File: config.mk
export PLATFORM = sky130hd
export DESIGN_NAME = uart_mmio
export DESIGN_NICKNAME = d
export VERILOG_FILES = /design/src/rtl/uart_mmio.sv
export SDC_FILE = /design/constraint.sdc
export NUM_CORES = 1
export LEC_CHECK = 0
export CORE_MARGIN = 1
export CORE_UTILIZATION = 30
export CTS_BUF_LIST = sky130_fd_sc_hd__clkbuf_16
export CTS_CLUSTER_SIZE = 25
export DETAILED_ROUTE_END_ITERATION = 8
export SLEW_MARGIN = 25
export SYNTH_ARGS = -nofsm -noshare
export SYNTH_HDL_FRONTEND = slang
export SYNTH_SLANG_ARGS = --single-unit
File: constraint.sdc
create_clock -name clk -period 8.9 [get_ports clk]
set_input_delay 2.67 -clock clk [delete_from_list [all_inputs] [get_ports clk]]
set_output_delay 2.67 -clock clk [all_outputs]
set_load 0.02 [all_outputs]
File: src/rtl/uart_mmio.sv
// Memory-mapped 8N1 UART with DATA/STATUS/DIV/CTRL registers on the Bridge slave bus.
// Level interrupt on received byte available.
module uart_mmio #(
    parameter int unsigned DIV_RESET = 217,
    parameter int unsigned DIV_MIN   = 4
) (
    input  logic        clk,
    input  logic        reset,
    input  logic [31:0] Addr,
    input  logic [3:0]  ByteEn,
    input  logic [31:0] Din,
    output logic [31:0] Dout,
    input  logic        uart_rxd,
    output logic        uart_txd,
    output logic        irq
);
    localparam logic [15:0] DIV_RST   = 16'(DIV_RESET);
    localparam logic [15:0] DIV_FLOOR = 16'(DIV_MIN);

    typedef enum logic [1:0] {TX_IDLE, TX_START, TX_DATA, TX_STOP} tx_state_t;
    typedef enum logic [1:0] {RX_IDLE, RX_START, RX_DATA, RX_STOP} rx_state_t;

    logic [1:0]  sel;
    logic        data_wr, status_wr, div_wr, ctrl_wr;
    logic [15:0] div_q, div_new;
    logic        rie;
    logic        rxv, ovr, ferr, txbusy;
    logic [7:0]  rx_byte;
    logic        unused_bits;

    assign sel       = Addr[3:2];
    assign data_wr   = (sel == 2'd0) && ByteEn[0];
    assign status_wr = (sel == 2'd1) && ByteEn[0];
    assign div_wr    = (sel == 2'd2) && (|ByteEn[1:0]);
    assign ctrl_wr   = (sel == 2'd3) && ByteEn[0];
    assign div_new   = {ByteEn[1] ? Din[15:8] : div_q[15:8],
                        ByteEn[0] ? Din[7:0]  : div_q[7:0]};
    assign unused_bits = ^{Addr[31:4], Addr[1:0], ByteEn[3:2], Din[31:16]};

    always_ff @(posedge clk) begin
        if (reset) begin
            div_q <= DIV_RST;
            rie   <= 1'b0;
        end else begin
            if (div_wr) div_q <= (div_new < DIV_FLOOR) ? DIV_FLOOR : div_new;
            if (ctrl_wr) rie <= Din[0];
        end
    end

    // Transmitter
    tx_state_t   tx_state, tx_next;
    logic [15:0] tx_cnt, tx_div;
    logic [7:0]  tx_shift;
    logic [2:0]  tx_bit;
    logic        tx_zero;

    assign tx_zero = (tx_cnt == '0);

    always_ff @(posedge clk) begin
        if (reset) tx_state <= TX_IDLE;
        else       tx_state <= tx_next;
    end

    always_comb begin
        tx_next = tx_state;
        case (tx_state)
            TX_IDLE:  if (data_wr) tx_next = TX_START;
            TX_START: if (tx_zero) tx_next = TX_DATA;
            TX_DATA:  if (tx_zero && tx_bit == 3'd7) tx_next = TX_STOP;
            TX_STOP:  if (tx_zero) tx_next = TX_IDLE;
            default:  tx_next = TX_IDLE;
        endcase
    end

    always_comb begin
        uart_txd = 1'b1;
        txbusy   = (tx_state != TX_IDLE);
        case (tx_state)
            TX_START: uart_txd = 1'b0;
            TX_DATA:  uart_txd = tx_shift[0];
            default:  uart_txd = 1'b1;
        endcase
    end

    always_ff @(posedge clk) begin
        if (reset) begin
            tx_cnt   <= '0;
            tx_div   <= DIV_RST;
            tx_shift <= '0;
            tx_bit   <= '0;
        end else if (tx_state == TX_IDLE) begin
            if (data_wr) begin
                tx_shift <= Din[7:0];
                tx_div   <= div_q;
                tx_cnt   <= div_q - 16'd1;
                tx_bit   <= '0;
            end
        end else if (tx_zero) begin
            tx_cnt <= tx_div - 16'd1;
            if (tx_state == TX_DATA) begin
                tx_shift <= {1'b0, tx_shift[7:1]};
                tx_bit   <= tx_bit + 3'd1;
            end
        end else begin
            tx_cnt <= tx_cnt - 16'd1;
        end
    end

    // Receiver
    rx_state_t   rx_state, rx_next;
    logic        rx_s1, rxs;
    logic [15:0] rx_cnt, rx_div;
    logic [7:0]  rx_shift;
    logic [2:0]  rx_bit;
    logic        rx_zero, stop_sample, rxv_clr;

    assign rx_zero     = (rx_cnt == '0);
    assign stop_sample = (rx_state == RX_STOP) && rx_zero;
    assign rxv_clr     = status_wr && Din[0];

    always_ff @(posedge clk) begin
        if (reset) begin
            rx_s1    <= 1'b1;
            rxs      <= 1'b1;
            rx_state <= RX_IDLE;
        end else begin
            rx_s1    <= uart_rxd;
            rxs      <= rx_s1;
            rx_state <= rx_next;
        end
    end

    always_comb begin
        rx_next = rx_state;
        case (rx_state)
            RX_IDLE:  if (!rxs) rx_next = RX_START;
            RX_START: if (rx_zero) rx_next = rxs ? RX_IDLE : RX_DATA;
            RX_DATA:  if (rx_zero && rx_bit == 3'd7) rx_next = RX_STOP;
            RX_STOP:  if (rx_zero) rx_next = RX_IDLE;
            default:  rx_next = RX_IDLE;
        endcase
    end

    always_ff @(posedge clk) begin
        if (reset) begin
            rx_cnt   <= '0;
            rx_div   <= DIV_RST;
            rx_shift <= '0;
            rx_bit   <= '0;
        end else begin
            case (rx_state)
                RX_IDLE: if (!rxs) begin
                    rx_div <= div_q;
                    rx_cnt <= (div_q >> 1) - 16'd1;
                    rx_bit <= '0;
                end
                RX_DATA: if (rx_zero) begin
                    rx_shift <= {rxs, rx_shift[7:1]};
                    rx_bit   <= rx_bit + 3'd1;
                    rx_cnt   <= rx_div - 16'd1;
                end else begin
                    rx_cnt <= rx_cnt - 16'd1;
                end
                default: if (rx_zero) rx_cnt <= rx_div - 16'd1;
                         else         rx_cnt <= rx_cnt - 16'd1;
            endcase
        end
    end

    // Status set on the stop sample is ordered after the software clear so the set wins.
    always_ff @(posedge clk) begin
        if (reset) begin
            rx_byte <= '0;
            rxv     <= 1'b0;
            ovr     <= 1'b0;
            ferr    <= 1'b0;
        end else begin
            if (rxv_clr) rxv <= 1'b0;
            if (status_wr && Din[2]) ovr  <= 1'b0;
            if (status_wr && Din[3]) ferr <= 1'b0;
            if (stop_sample) begin
                if (!rxs) begin
                    ferr <= 1'b1;
                end else if (!rxv || rxv_clr) begin
                    rx_byte <= rx_shift;
                    rxv     <= 1'b1;
                end else begin
                    ovr <= 1'b1;
                end
            end
        end
    end

    always_comb begin
        Dout = '0;
        case (sel)
            2'd0: Dout = {24'b0, rx_byte};
            2'd1: Dout = {28'b0, ferr, ovr, txbusy, rxv};
            2'd2: Dout = {16'b0, div_q};
            2'd3: Dout = {31'b0, rie};
            default: Dout = '0;
        endcase
    end

    assign irq = rie & rxv;
endmodule

==> summary.txt <==
Setup path
  – Crit path DAT: 4.69 ns
  – Most frequent CP cell: clkdlybuf4s50_1
  – CP Data Required Time: 6.23 ns
  – CP Launch Type: primary input
  – Crit path max fanout: 12
  – Slowest CP cell: clkdlybuf4s50_1
  – CP Cell Sequence: clkdlybuf4s50_1, nor2b_1, buf_4, and2_1, clkdlybuf4s50_1
  – CP max stage delay: 0.77 ns
  – Crit path kind: in2out
  – CP endpoint kind: primary output

Clocking
  – Root Driver: clkbuf_16
  – Cts repair resizes: 0
  – Setup Buffers After CTS: 0
  – CTS Sinks: 120
  – Hold_buf cts: 0
  – Reg clk slew, reported paths: 0.05 ns
  – Clock tree buffer depth: 2
  – CTS tree: yes
  – H-tree depth: 4
  – Latest clock arrival within the worst-skew pair: 0.43 ns
  – Num CTS Buffers: 17

Routing
  – Final wirelength: 18.1 mm
  – Remaining DRCs: 4
  – Routed via count: 5,911
  – Initial DRC count: 499
  – ANT nets after route: 0
  – Routed WL per cell: 16.3 um
  – DR pass1 iterations: 7
  – DR vias/cell: 5.31

Layout
  – Ant. Diodes: 0
  – FF+latch area: 0.00240 sq mm
  – Layout area overhead: 16.0%
  – Post-route insts no fill: 1,114
  – Core Util, Final: 35.7%
  – Layout cell share with drive strength beyond 1: 8.39%
  – Layout net count: 902
  – Area of the multi-input gates: 0.00395 sq mm
  – Fillers: 2,250

GRT
  – Global-route wire length before repair: 29.4 mm
  – Vias in the first global route: 5,323
  – GRT overflow: 0
  – Pin count of the biggest net entering global routing: 92
  – Total Routing Usage GR: 16.0%
  – Initial antenna violation count: 0

Timing
  – Slew Limit Fails: 0
  – Setup TNS: 0 ns
  – RSZ-0062 raised after global routing: no
  – Worst-Margin Slew: 0.980 ns
  – Final Skew: 0.00551 ns
  – Slew margin rel.: 34.7%
  – Peak Freq: 0.136 GHz
  – Final period utilization: 82.7%
  – Fin crit period: 7.36 ns
  – Hold Vio Cnt, Final: 0
  – Final setup vio count: 0

Logic synthesis
  – Sequential share of the synthesized area: 35.6%
  – Most used DFF post-synth: dfxtp_1
  – Synth warn: 0
  – Ys async rst share: 0%
  – Synth area leader: dfxtp_1
  – Most common cell in the synthesized netlist: dfxtp_1
  – Area share of the largest cell type after synthesis: 35.6%
  – Syn_area_per_cell: 8.23 sq um
  – Top cells by area, synth: dfxtp_1, mux2i_1, nand2_1
  – Mapped Area: 0.00675 sq mm
  – Cell count after synthesis: 820
  – FF+latch count, synth: 120
  – Post-synth EDFFs: 0
  – Cell variety after synth: 75
  – Top cells by count, synth: dfxtp_1, nand2_1, nor2_1

Power and ir drop
  – Sw frac: 33.7%
  – Int Pwr: 1290 uW
  – Cell Pwr Density: 249 mW/mm^2
  – Pleak: 0.00289 uW
  – Sequential power share: 33.6%
  – Clock power frac: 38.2%
  – Net Switching: 657 uW
  – Combinational share of power: 28.2%
  – Worst IR Drop VDD: 0.184 mV

Run status
  – Status: complete, but fails checks
  – Failing checks: design-rule violations

Floorplanning
  – Die H: 152 um
  – Total Die Area: 0.0231 sq mm
  – Std-Cell Rows: 54
  – Boundary Pins: 105
  – Core area: 0.0220 sq mm
  – Starting density of the core: 30.7%
  – Die Wd: 152 um

Place
  – PortBufs: 40
  – Gpl congestion: 0.848
  – Placed cells: 1,082
  – HPWL after DPL: 12.3 mm

Worst hold path
  – Worst Hold Class: reg2reg

Run
  – Max-cap viol count: 0
==> per-stage QoR <==
step / power, uW / hold slack [ns] / cell area [sq um] / worst slack (ns)
after floorplan: 1110 / 0.389 / 6810 / 2.30
after CTS: 1960 / 0.431 / 7830 / 1.52
after global placement: 1200 / 0.405 / 7190 / 1.52
after global routing: 2050 / 0.448 / 7830 / 1.43
after detailed placement: 1210 / 0.402 / 7190 / 1.52
final: 1950 / 0.425 / 7830 / 1.54
==> path summary, 6_finish.rpt <==
| path | cells after the start | to | startpoint | slack (ns) |
|---|---|---|---|---|
| worst min register to register | 1 | rxs | rx_s1 | 0.42 |
| worst min-delay path | 1 | rxs | rx_s1 | 0.42 |
| worst max register to register | 11 | tx_cnt[10] | tx_state[0] | 5.44 |
| worst max-delay path | 5 | Dout[8] | Addr[3] | 1.54 |
==> power by group through the flow <==
| stage | sequential [uW] | combinational, uW | clock [uW] |
|---|---|---|---|
| 3_3_place_gp | 665 | 540 | 0 |
| 2_1_floorplan | 641 | 471 | 0 |
| 3_5_place_dp | 665 | 546 | 0 |
| 5_1_grt | 663 | 604 | 783 |
| 4_1_cts | 655 | 549 | 754 |
| 6_report | 656 | 549 | 745 |
==> state kept, by name (all words and copies together) (netlist names), named ones only <==
signal and cells:
div_q 16, ferr 1, ovr 1, rie 1, rx_bit 3, rx_byte 8
rx_cnt 16, rx_div 16, rx_s1 1, rx_shift 8, rx_state 1, rxs 1
rxv 1, tx_bit 3, tx_cnt 16, tx_div 16, tx_shift 8, tx_state 2
==> area by class of cell <==
cell class                 instances  area share [%]
tap                              280            4.47
multi-input combinational        625            50.4
inverter                           9           0.431
sequential                       120            30.7
timing repair buffer              48            5.85
clock buffer                      17            5.43
clock inverter                    15            2.68
==> logic make-up (layout without fill, tap and decap cells) <==
family | Yosys count | after routing | share of synthesized area, %
adders and majority gates | 10 | 10 | 1.85
AOI/OAI and AO/OA | 192 | 192 | 20.7
buffers and inverters | 90 | 89 | 6.86
other | 1 | 16 | 0.0555
muxes | 60 | 60 | 9.32
DFF | 120 | 120 | 35.6
and+or+nand+nor | 339 | 339 | 24.6
xor gates and xnor gates | 8 | 8 | 1.04
==> critical path, delay by kind of cell <==
family,cells,cell delay [ns]
simple gates,2,0.43
buf+inv,3,1.59
==> metal layers <==
layer  GRT usage (%)  vias up  routed length, um  share of wire [%]
met5               0        -                  0                  0
met1            21.2     2806               8690                 48
met3            2.71       21                638                3.5
met4            5.69        0                241                1.3
met2            26.2      141               8550                 47
li1                -     2943                  -                  -
==> cells in the final DEF, fill, tap and decap left out, types with 17 or more instances in the layout <==
master,n
dfxtp_1,120
nand2_1,115
nor2_1,89
a21oi_1,60
mux2i_1,48
clkdlybuf4s50_1,39
a211oi_1,23
nor3_1,19
a311oi_1,18
clkbuf_16,17
(Power assumes the default switching activity.)
